File: config.mk
export PLATFORM = sky130hd
export DESIGN_NAME = pwm_ramp_ctrl
export DESIGN_NICKNAME = d
export VERILOG_FILES = /design/src/rtl/pwm_pkg.sv /design/src/rtl/pwm_av_wr_port.sv /design/src/rtl/pwm_ramp_ctrl.sv
export SDC_FILE = /design/constraint.sdc
export NUM_CORES = 1
export LEC_CHECK = 0
export BUFFER_PORTS_ARGS = -buffer_cell sky130_fd_sc_hd__buf_2
export CAP_MARGIN = 20
export CORE_MARGIN = 2
export CORE_UTILIZATION = 55
export DETAILED_ROUTE_END_ITERATION = 6
export PLACE_DENSITY = 0.81
export SLEW_MARGIN = 40
export SYNTH_ARGS = -nofsm -noshare
export SYNTH_HDL_FRONTEND = slang
export SYNTH_SLANG_ARGS = --single-unit
File: constraint.sdc
create_clock -name i_clk -period 9.3 [get_ports i_clk]
set_clock_uncertainty 0.05 [all_clocks]
set_input_delay 1.86 -clock i_clk [delete_from_list [all_inputs] [get_ports i_clk]]
set_output_delay 1.86 -clock i_clk [all_outputs]
set_load 0.03 [all_outputs]
File: src/rtl/pwm_pkg.sv
// pwm_pkg: shared definitions for the PWM ramp controller.
//   - PWM slave register map (div, duty, dead-time)
//   - controller state encoding
//   - data path width
package pwm_pkg;

    localparam int unsigned DATA_W = 32;

    localparam logic [1:0] PWM_ADDR_DIV  = 2'd0;
    localparam logic [1:0] PWM_ADDR_DUTY = 2'd1;
    localparam logic [1:0] PWM_ADDR_DT   = 2'd2;

    typedef enum logic [2:0] {
        IDLE,
        WR_DIV,
        WR_DT,
        CALC,
        WR_DUTY,
        WAIT,
        WR_ZERO,
        DONE
    } state_t;

endpackage

File: src/rtl/pwm_av_wr_port.sv
// pwm_av_wr_port: single-beat Avalon-MM write master port.
// Registers the request presented for the next cycle onto the bus and holds it
// while the slave stalls.
// Ports:
//   i_clk, i_clr      clock, asynchronous active-high reset
//   i_req             drive a write in the next cycle
//   i_addr, i_data    address / data of that write
//   i_waitrequest     slave stall
//   o_cs, o_wr_n      chip select, active-low write strobe
//   o_addr, o_wr_data bus address / data
//   o_accept          current write is taken at the coming clock edge
module pwm_av_wr_port
    import pwm_pkg::*;
(
    input  logic              i_clk,
    input  logic              i_clr,
    input  logic              i_req,
    input  logic [1:0]        i_addr,
    input  logic [DATA_W-1:0] i_data,
    input  logic              i_waitrequest,
    output logic              o_cs,
    output logic              o_wr_n,
    output logic [1:0]        o_addr,
    output logic [DATA_W-1:0] o_wr_data,
    output logic              o_accept
);

    logic              r_cs;
    logic              r_wr_n;
    logic [1:0]        r_addr;
    logic [DATA_W-1:0] r_data;
    logic              w_stall;

    assign w_stall  = r_cs & i_waitrequest;
    assign o_accept = r_cs & ~i_waitrequest;

    always_ff @(posedge i_clk or posedge i_clr) begin
        if (i_clr) begin
            r_cs   <= 1'b0;
            r_wr_n <= 1'b1;
            r_addr <= '0;
            r_data <= '0;
        end else if (!w_stall) begin
            r_cs   <= i_req;
            r_wr_n <= ~i_req;
            // Address/data keep their last value between writes.
            if (i_req) begin
                r_addr <= i_addr;
                r_data <= i_data;
            end
        end
    end

    assign o_cs      = r_cs;
    assign o_wr_n    = r_wr_n;
    assign o_addr    = r_addr;
    assign o_wr_data = r_data;

endmodule

File: src/rtl/pwm_ramp_ctrl.sv
// pwm_ramp_ctrl: programs the PWM peripheral (div, dead-time) and ramps its
// duty register toward a target in fixed steps, one write per interval.
// Ports:
//   i_clk, i_clr            clock, asynchronous active-high reset
//   i_start, i_abort        begin sequence / force duty to 0 (abort wins)
//   i_cfg_*                 period, dead-time, target duty, step, interval
//   o_av_*, i_av_waitrequest Avalon-MM write master to the PWM slave
//   o_busy                  not idle
//   o_done, o_aborted       one-cycle completion pulses
//   o_cur_duty              last duty value accepted by the slave
module pwm_ramp_ctrl
    import pwm_pkg::*;
#(
    parameter int unsigned INTERVAL_W = 16
) (
    input  logic                  i_clk,
    input  logic                  i_clr,
    input  logic                  i_start,
    input  logic                  i_abort,
    input  logic [DATA_W-1:0]     i_cfg_div,
    input  logic [DATA_W-1:0]     i_cfg_dt,
    input  logic [DATA_W-1:0]     i_cfg_target,
    input  logic [DATA_W-1:0]     i_cfg_step,
    input  logic [INTERVAL_W-1:0] i_cfg_interval,
    output logic                  o_av_cs,
    output logic                  o_av_wr_n,
    output logic [1:0]            o_av_addr,
    output logic [DATA_W-1:0]     o_av_wr_data,
    input  logic                  i_av_waitrequest,
    output logic                  o_busy,
    output logic                  o_done,
    output logic                  o_aborted,
    output logic [DATA_W-1:0]     o_cur_duty
);

    state_t                r_state, w_state_d;
    logic [DATA_W-1:0]     r_div, r_dt, r_tgt, r_step, r_next, r_cur;
    logic [INTERVAL_W-1:0] r_interval, r_cnt;
    logic                  r_abort_pend, r_busy, r_done, r_aborted;

    logic                  w_accept, w_abort, w_req;
    logic [1:0]            w_addr;
    logic [DATA_W-1:0]     w_data, w_calc;
    logic [DATA_W:0]       w_sum;

    // An abort seen during a stalled write is remembered until that write lands.
    assign w_abort = i_abort | r_abort_pend;

    // Next duty value; 33-bit sum so a large step cannot wrap past the target.
    always_comb begin
        w_sum = {1'b0, r_cur} + {1'b0, r_step};
        if (r_cur < r_tgt) begin
            w_calc = (w_sum > {1'b0, r_tgt}) ? r_tgt : w_sum[DATA_W-1:0];
        end else if ((r_cur < r_step) || ((r_cur - r_step) < r_tgt)) begin
            w_calc = r_tgt;
        end else begin
            w_calc = r_cur - r_step;
        end
    end

    always_comb begin
        w_state_d = r_state;
        unique case (r_state)
            IDLE:    if (i_abort) w_state_d = WR_ZERO;
                     else if (i_start) w_state_d = WR_DIV;
            WR_DIV:  if (w_accept) w_state_d = w_abort ? WR_ZERO : WR_DT;
            WR_DT:   if (w_accept) w_state_d = w_abort ? WR_ZERO : CALC;
            CALC:    if (w_abort) w_state_d = WR_ZERO;
                     else if (r_cur == r_tgt) w_state_d = DONE;
                     else w_state_d = WR_DUTY;
            WR_DUTY: if (w_accept) begin
                         if (w_abort) w_state_d = WR_ZERO;
                         else if (r_next == r_tgt) w_state_d = DONE;
                         else if (r_interval == '0) w_state_d = CALC;
                         else w_state_d = WAIT;
                     end
            WAIT:    if (w_abort) w_state_d = WR_ZERO;
                     else if (r_cnt <= INTERVAL_W'(1)) w_state_d = CALC;
            WR_ZERO: if (w_accept) w_state_d = IDLE;
            DONE:    w_state_d = w_abort ? WR_ZERO : IDLE;
            default: w_state_d = IDLE;
        endcase
    end

    // Bus request for the cycle after this edge, derived from the next state so
    // the write appears in the same cycle the FSM enters a write state.
    always_comb begin
        w_req  = 1'b0;
        w_addr = PWM_ADDR_DIV;
        w_data = '0;
        unique case (w_state_d)
            WR_DIV: begin
                w_req  = 1'b1;
                w_addr = PWM_ADDR_DIV;
                w_data = (r_state == IDLE) ? i_cfg_div : r_div;
            end
            WR_DT: begin
                w_req  = 1'b1;
                w_addr = PWM_ADDR_DT;
                w_data = r_dt;
            end
            WR_DUTY: begin
                w_req  = 1'b1;
                w_addr = PWM_ADDR_DUTY;
                w_data = (r_state == CALC) ? w_calc : r_next;
            end
            WR_ZERO: begin
                w_req  = 1'b1;
                w_addr = PWM_ADDR_DUTY;
            end
            default: ;
        endcase
    end

    always_ff @(posedge i_clk or posedge i_clr) begin
        if (i_clr) begin
            r_state      <= IDLE;
            r_div        <= '0;
            r_dt         <= '0;
            r_tgt        <= '0;
            r_step       <= '0;
            r_next       <= '0;
            r_cur        <= '0;
            r_interval   <= '0;
            r_cnt        <= '0;
            r_abort_pend <= 1'b0;
            r_busy       <= 1'b0;
            r_done       <= 1'b0;
            r_aborted    <= 1'b0;
        end else begin
            r_state   <= w_state_d;
            r_busy    <= (w_state_d != IDLE);
            r_done    <= (w_state_d == DONE);
            r_aborted <= (r_state == WR_ZERO) && w_accept;
            r_abort_pend <= w_abort &&
                            (w_state_d inside {WR_DIV, WR_DT, WR_DUTY});

            if ((r_state == IDLE) && i_start && !i_abort) begin
                r_div      <= i_cfg_div;
                r_dt       <= i_cfg_dt;
                r_tgt      <= (i_cfg_target < i_cfg_div) ? i_cfg_target : i_cfg_div;
                r_step     <= (i_cfg_step == '0) ? DATA_W'(1) : i_cfg_step;
                r_interval <= i_cfg_interval;
            end

            if (r_state == CALC) begin
                r_next <= w_calc;
            end

            if ((r_state == WR_DUTY) && w_accept) begin
                r_cur <= r_next;
                r_cnt <= r_interval;
            end else if (r_state == WAIT) begin
                r_cnt <= r_cnt - INTERVAL_W'(1);
            end else if ((r_state == WR_ZERO) && w_accept) begin
                r_cur <= '0;
            end
        end
    end

    pwm_av_wr_port u_wr_port (
        .i_clk         (i_clk),
        .i_clr         (i_clr),
        .i_req         (w_req),
        .i_addr        (w_addr),
        .i_data        (w_data),
        .i_waitrequest (i_av_waitrequest),
        .o_cs          (o_av_cs),
        .o_wr_n        (o_av_wr_n),
        .o_addr        (o_av_addr),
        .o_wr_data     (o_av_wr_data),
        .o_accept      (w_accept)
    );

    assign o_busy     = r_busy;
    assign o_done     = r_done;
    assign o_aborted  = r_aborted;
    assign o_cur_duty = r_cur;

endmodule

==> results of run 1 <==
-- metrics by stage --
stage	util (%)	instances	power (µW)	worst slack, ns
floorplan	-	2364	6570	0.0380
global placement	59.2	2930	8260	3.01
detailed placement	59.4	2931	8450	2.84
CTS	62.6	2989	9880	2.79
global route	62.6	2989	10800	2.35
finish	62.6	2989	10100	2.50
-- layout by cell type (no fill, tap or decap), drive strengths merged, types with 22 or more instances in the layout --
master,instances
nand2,441
nand4,36
xnor2,81
a22oi,23
nand3,29
nor4,27
a21oi,126
o311ai,37
a221oi,60
ha,192
nand2b,22
o21ai,186
mux2,34
nor3,79
dfrtp,266
a21o,29
clkbuf,44
buf,240
nor2,141
inv,143
-- worst max-delay path, delay by kind of cell, from the launching register on --
kind	cells	cell delay (ns)
AO/OA/AOI/OAI	11	3.60
AND/OR/NAND/NOR	5	0.97
adder cells (fa/ha/maj)	2	0.78
buffers and inverters	1	0.54
flip-flops	1	0.44
XOR/XNOR	1	0.27
-- final cells by class --
type | count | share of cell area (%)
sequential | 267 | 30.2
timing repair buffer | 240 | 5.84
multi-input combinational | 1819 | 53.7
clock inverter | 14 | 1.09
tap | 461 | 2.61
clock buffer | 44 | 4.05
inverter | 144 | 2.48
-- kinds of logic after synthesis --
| group | count (synthesis) | share of synthesized area (%) |
|---|---|---|
| AND/OR/NAND/NOR | 855 | 19.4 |
| AO/OA/AOI/OAI | 637 | 22.0 |
| buffers and inverters | 278 | 5.62 |
| flip-flops | 267 | 34.1 |
| adder cells (fa/ha/maj) | 194 | 12.5 |
| XOR/XNOR | 88 | 3.93 |
| multiplexers | 45 | 2.52 |
-- power breakdown --
| group | total [µW] | switching [µW] | internal (µW) |
|---|---|---|---|
| sequential | 2210 | 552 | 1660 |
| clock | 1370 | 535 | 837 |
| combinational | 6520 | 4200 | 2320 |
-- final timing paths --
| path | cells after the start | slack (ns) | to |
|---|---|---|---|
| worst min-delay path | 2 | 0.43 | r_dt[23] |
| min in group asynchronous | 2 | 1.28 | r_div[6] |
| worst max-delay path | 20 | 2.50 | u_wr_port.o_wr_data[14] |
| worst max register to register | 20 | 2.50 | u_wr_port.o_wr_data[14] |
| worst min register to register | 2 | 0.43 | r_dt[23] |
| max in group asynchronous | 4 | 6.46 | r_step[29] |
-- routing by layer --
layer,routed length [µm],global-route usage (%),up-vias
li1,-,-,8776
met1,29500,52.8,9089
met2,28300,52.1,1125
met3,7100,6.35,135
met4,2860,13.7,2
met5,27,1.37,-
-- synth_stat cells, types with 11 or more instances --
cell type,number
nand2_1,441
dfrtp_1,266
ha_1,192
o21ai_0,181
nor2_1,141
inv_1,139
a21oi_1,125
clkbuf_1,102
xnor2_1,81
nor3_1,78
a221oi_1,58
o311ai_0,37
nand4_1,36
mux2_2,34
a21o_1,29
nand3_1,29
nor4_1,27
buf_2,25
a22oi_1,23
nand2b_1,22
a221o_1,21
and3_1,20
nor2b_1,17
o211ai_1,17
a31oi_1,13
o31ai_1,12
mux2i_1,11
o221ai_1,11
-- state kept, by name, summed over array words and instances, names as in the netlist, 3 cells and up --
signal and flops:
r_interval 16, r_step 32, r_dt 32, r_state 3
u_wr_port.o_wr_data 32, r_div 32, r_tgt 32, r_cnt 16
o_cur_duty 32, r_next 32
==> qor.csv, run 1 <==
stage,metric,value,unit
clocking,cts_buffers,31,
logic_synthesis,synth_edf_count,0,
sta,slew_viol_final,0,
place,dpl_cell_area,21000,µm²
critical_path,setup.worst_path.class,reg -> reg,
die,die_height,193,µm
detailed_routing,vias_per_cell,6.40,
grt,grt_overflow,0,
place,hpwl,51400,µm
grt,antenna_found_initial,0,
sta,hold_viol,0,
critical_path,worstReg2RegStart,o_cur_duty[8],
die,num_rows,69,
grt,grt_max_degree,109,
clocking,clk_latency,0.61,ns
sta,rsz0062_at_grt,no,
place,gp_congestion,1.00,
logic_synthesis,synth_nets,2707,
sta,whs,0.428,ns
grt,grt_pass1_wl,102000,µm
detailed_routing,firstDrtPassIters,6,
logic_synthesis,yosysUniqueCellTypes,80,
logic_synthesis,ys_ff_latch,267,
final_layout,multiInputGateArea,11900,µm²
clocking,htree_levels,1,
job,max_cap_viol_count,0,
logic_synthesis,synth_area_leader_cell,dfrtp_1,
clocking,post_cts_resized,0,
critical_path,crit_start,o_cur_duty[8],
final_layout,area_delta_synth_final,12.8,%
clocking,cts.clk_slew.worst_paths,0.07,ns
logic_synthesis,synthTopCellsByArea,"dfrtp_1 (34%), ha_1 (12%), nand2_1 (8.4%)",
sta,layout_min_cycle_time,6.80,ns
die,placeableCoreArea,35300,µm²
grt,grt_use_total,35.9,%
clocking,cts_tree,built,
detailed_routing,wl_per_cell,22.7,µm
die,die_area,37100,µm²
die,boundaryPins,220,
logic_synthesis,syn_inst,2364,
final_layout,drive_above_1_share,14.2,%
sta,clock.fmax,147,MHz
critical_path,slowest_delay,0.57,ns
final_layout,nNetsFinal,2846,
clocking,cts_root_buffer,clkbuf_16,
power_and_ir_drop,vdd_drop_max,0.000227,V
clocking,hold_buffers,0,
grt,grt_pass1_vias,17700,
power_and_ir_drop,p_per_area,457,nW/µm²
clocking,clk_path_buf_depth,3,
logic_synthesis,ys_warn_count,0,
status,outcome,"complete, no violations",
final_layout,fillerInstances,3043,
place,io_buffers,219,
critical_path,worstSetupStartpointType,flip-flop,
critical_path,end_kind,flip-flop,
detailed_routing,antenna_left,0,
final_layout,register_area,6680,µm²
clocking,cts_setup_buffers,0,
logic_synthesis,synth_seq_area_share,34.1,%
sta,relSlewSlack,39.1,%
detailed_routing,drt_wl_total,67800,µm
detailed_routing,drtIter0Drc,2238,
sta,setup_viol,0,
logic_synthesis,yosys_most_used_dff,dfrtp_1,
logic_synthesis,synth_area,19600,µm²
sta,tightest_slew,0.911,ns
logic_synthesis,synthArstFlopShare,100,%
critical_path,critPathMaxFanout,21,
critical_path,cp_slowest_cell,a211o_1,
critical_path,crit_chain,ha_1 > and3_1 > and3_1 > o31ai_1 > a31oi_1 > o21ai_1 > a21oi_1 > a311oi_1 > xnor2_1 > ha_1 > nand4_1 > nor2_1 > a221oi_1 > o21ai_0 > nor3_1 > a211o_1 > inv_1 > a221oi_1 > a2bb2oi_1 > o21ai_0,
final_layout,postLayoutCellArea,22100,µm²
die,start_util,55.5,%
logic_synthesis,synth.avg_cell_area,8.29,µm²
final_layout,antennaDiodeCount,0,
logic_synthesis,yosysTopAreaCellShare,34.0,%
detailed_routing,vias,19100,
worst_hold_path,min_from,r_dt[23],
worst_hold_path,hold_path.class,reg -> reg,
detailed_routing,route.detailed.drc,0,
critical_path,required,9.72,ns
die,chipWidth,193,µm
critical_path,arrival,7.22,ns
clocking,clkSinkCount,267,
sta,fin_crit_sh,73.1,%
power_and_ir_drop,power.leakage,0.0105,µW
sta,finalSetupTns,0,ns
No activity file was read; power rests on OpenSTA's default activity.
==> inputs of run 2 (changes only) <==
==> constraint.sdc (replaced) <==
create_clock -name i_clk -period 5.75 [get_ports i_clk]
set_clock_uncertainty 0.05 [all_clocks]
set_input_delay 1.15 -clock i_clk [delete_from_list [all_inputs] [get_ports i_clk]]
set_output_delay 1.15 -clock i_clk [all_outputs]
set_load 0.03 [all_outputs]
==> run 2 against run 1 <==
Against the previous run: non-clock buffer count grew 64; power grew 68%; largest power group unchanged; maximum frequency up 22%; worst hold slack hardly changed; utilization grew 1.8 points; critical path depth increased by 4.
==> qor.csv, run 2 (synthesis gave the netlist of run 1 again) <==
stage,metric,value,unit
grt,grt_use_total,36.8,%
sta,layout_min_cycle_time,5.56,ns
place,hpwl,52400,µm
grt,antenna_found_initial,0,
critical_path,cp_slowest_cell,xor2_1,
final_layout,final_cell_mix,"nand2_1 (441), dfrtp_1 (266), buf_2 (219), ha_1 (191), o21ai_0 (181)",
clocking,htree_levels,1,
grt,grt_pass1_wl,105000,µm
final_layout,antennaDiodeCount,0,
die,die_area,37100,µm²
detailed_routing,vias_per_cell,6.43,
die,chipWidth,193,µm
critical_path,crit_start,o_cur_duty[0],
status,outcome,"complete, no violations",
power_and_ir_drop,power.leakage,0.0108,µW
clocking,cts_root_buffer,clkbuf_16,
final_layout,multiInputGateArea,12000,µm²
critical_path,crit_cells,24,
grt,grt_pass1_vias,18500,
grt,grt_max_degree,147,
final_layout,final_common_cell,nand2_1,
worst_hold_path,hold_path.class,reg -> reg,
place,dp_cells,2985,
detailed_routing,antenna_left,0,
power_and_ir_drop,p_int,8190,µW
place,io_buffers,219,
critical_path,worst-path-buf-inv,4,
power_and_ir_drop,p_sw,8820,µW
clocking,cts_tree,built,
grt,grt_overflow,0,
clocking,cts_buffers,31,
power_and_ir_drop,clkPwrFrac,12.6,%
job,max_cap_viol_count,0,
sta,tightest_slew,0.717,ns
final_layout,register_area,6680,µm²
die,boundaryPins,220,
final_layout,nNetsFinal,2910,
critical_path,arrival,5.97,ns
sta,slew_viol_final,0,
power_and_ir_drop,pwr-share-comb,66.6,%
critical_path,r2r-end,u_wr_port.o_wr_data[5],
power_and_ir_drop,p_per_area,749,nW/µm²
die,placeableCoreArea,35300,µm²
critical_path,critPathCapture,u_wr_port.o_wr_data[5],
final_layout,fin_cells,3051,
die,die_height,193,µm
critical_path,slowest_delay,0.46,ns
sta,fin_crit_sh,96.7,%
detailed_routing,firstDrtPassIters,7,
sta,setup_viol,0,
sta,hold_viol,0,
clocking,cts.clk_slew.worst_paths,0.06,ns
clocking,clkSinkCount,267,
critical_path,worst_r2r_path_depth,24,
clocking,clk_path_buf_depth,3,
detailed_routing,route.detailed.drc,0,
critical_path,end_kind,flip-flop,
power_and_ir_drop,seqPwrFrac,20.8,%
die,num_rows,69,
critical_path,critPathMaxFanout,10,
detailed_routing,vias,19600,
critical_path,required,6.16,ns
worst_hold_path,min_from,r_div[9],
critical_path,setup.worst_path.class,reg -> reg,
critical_path,crit_chain,inv_1 > ha_1 > inv_1 > fa_1 > a211oi_2 > o21bai_1 > nand3_1 > a31oi_1 > buf_4 > nor2_1 > o21ai_0 > xor2_1 > ha_1 > nand4_1 > nor2_1 > o2111ai_1 > o21ba_2 > nor3_1 > a211o_2 > buf_4 > and3_1 > a221oi_2 > a2bb2oi_1 > o21ai_0,
final_layout,fillerInstances,2970,
detailed_routing,drtIter0Drc,2387,
critical_path,r2r_setup_slack,0.19,ns
critical_path,cp_top_family,compound AO/OA/AOI/OAI gates,
power_and_ir_drop,vdd_drop_max,0.000445,V
final_layout,drive_above_1_share,17.3,%
clocking,clk_latency,0.59,ns
place,gp_congestion,1.01,
sta,clock.fmax,180,MHz
critical_path,worstReg2RegStart,o_cur_duty[0],
sta,whs,0.428,ns
power_and_ir_drop,swShare,51.8,%
sta,relSlewSlack,51.7,%
die,start_util,55.5,%
final_layout,area_delta_synth_final,16.0,%
critical_path,worstSetupStartpointType,flip-flop,
detailed_routing,drt_wl_total,69200,µm
detailed_routing,wl_per_cell,22.7,µm
[run 2: tightest hold or removal path, stage by stage, from the launching register on]
cell     delay [ns]
dfrtp_1        0.34
nand2_1        0.05
o21ai_0        0.06
[run 2: layout make-up]
class                   instances  area share [%]
clock buffers                  43            3.92
well taps                     461            2.54
repair buffers                304            7.95
multi-input cells            1819            52.9
inverters                     144            2.41
clock inverters                13           0.870
flip-flops and latches        267            29.4
[run 2: per-stage QoR]
| stage | cell area, µm² | worst slack, ns | utilization (%) | TNS, ns | power [µW] |
|---|---|---|---|---|---|
| 6_report | 22700 | 0.192 | 64.4 | 0 | 17000 |
| 2_1_floorplan | 19600 | 0.633 | - | 0 | 10600 |
| 3_3_place_gp | 21300 | 0.266 | 60.4 | 0 | 13700 |
| 5_1_grt | 22700 | -0.0379 | 64.4 | -0.150 | 18100 |
| 4_1_cts | 22500 | 0.0304 | 63.6 | 0 | 16300 |
| 3_5_place_dp | 21400 | 0.000648 | 60.5 | 0 | 14000 |
[run 2: worst min-delay path by stage]
stage,endpoint,slack (ns),depth (start not counted)
2_1_floorplan,r_div[0],0.39,2
3_3_place_gp,r_div[0],0.40,2
3_5_place_dp,r_dt[12],0.41,2
4_1_cts,r_dt[12],0.43,2
5_1_grt,r_dt[17],0.46,2
6_report,r_div[9],0.43,2
[run 2: what timing repair did]
action,CTS,global route
resized for setup,2,30
buffers inserted,0,9
pin swaps,0,15
setup endpoints to repair,18,64
hold buffers,0,0
[run 2: power by group through the flow]
stage               registers, µW  clock network, µW  logic (µW)
global route                 3610               2240       12300
global placement             3460                  0       10300
floorplan                    3440                  0        7190
detailed placement           3500                  0       10500
CTS                          3490               2150       10600
finish                       3550               2140       11300
[run 2: layer usage]
| layer | share of wire, % | vias to the layer above | wire (µm) | global-route usage, % |
|---|---|---|---|---|
| met2 | 42 | 1235 | 29100 | 53.4 |
| met1 | 42 | 9322 | 29200 | 53.8 |
| li1 | - | 8917 | - | - |
| met4 | 4.2 | 0 | 2900 | 14.0 |
| met5 | 0 | - | 0 | 0 |
| met3 | 12 | 153 | 8050 | 7.49 |
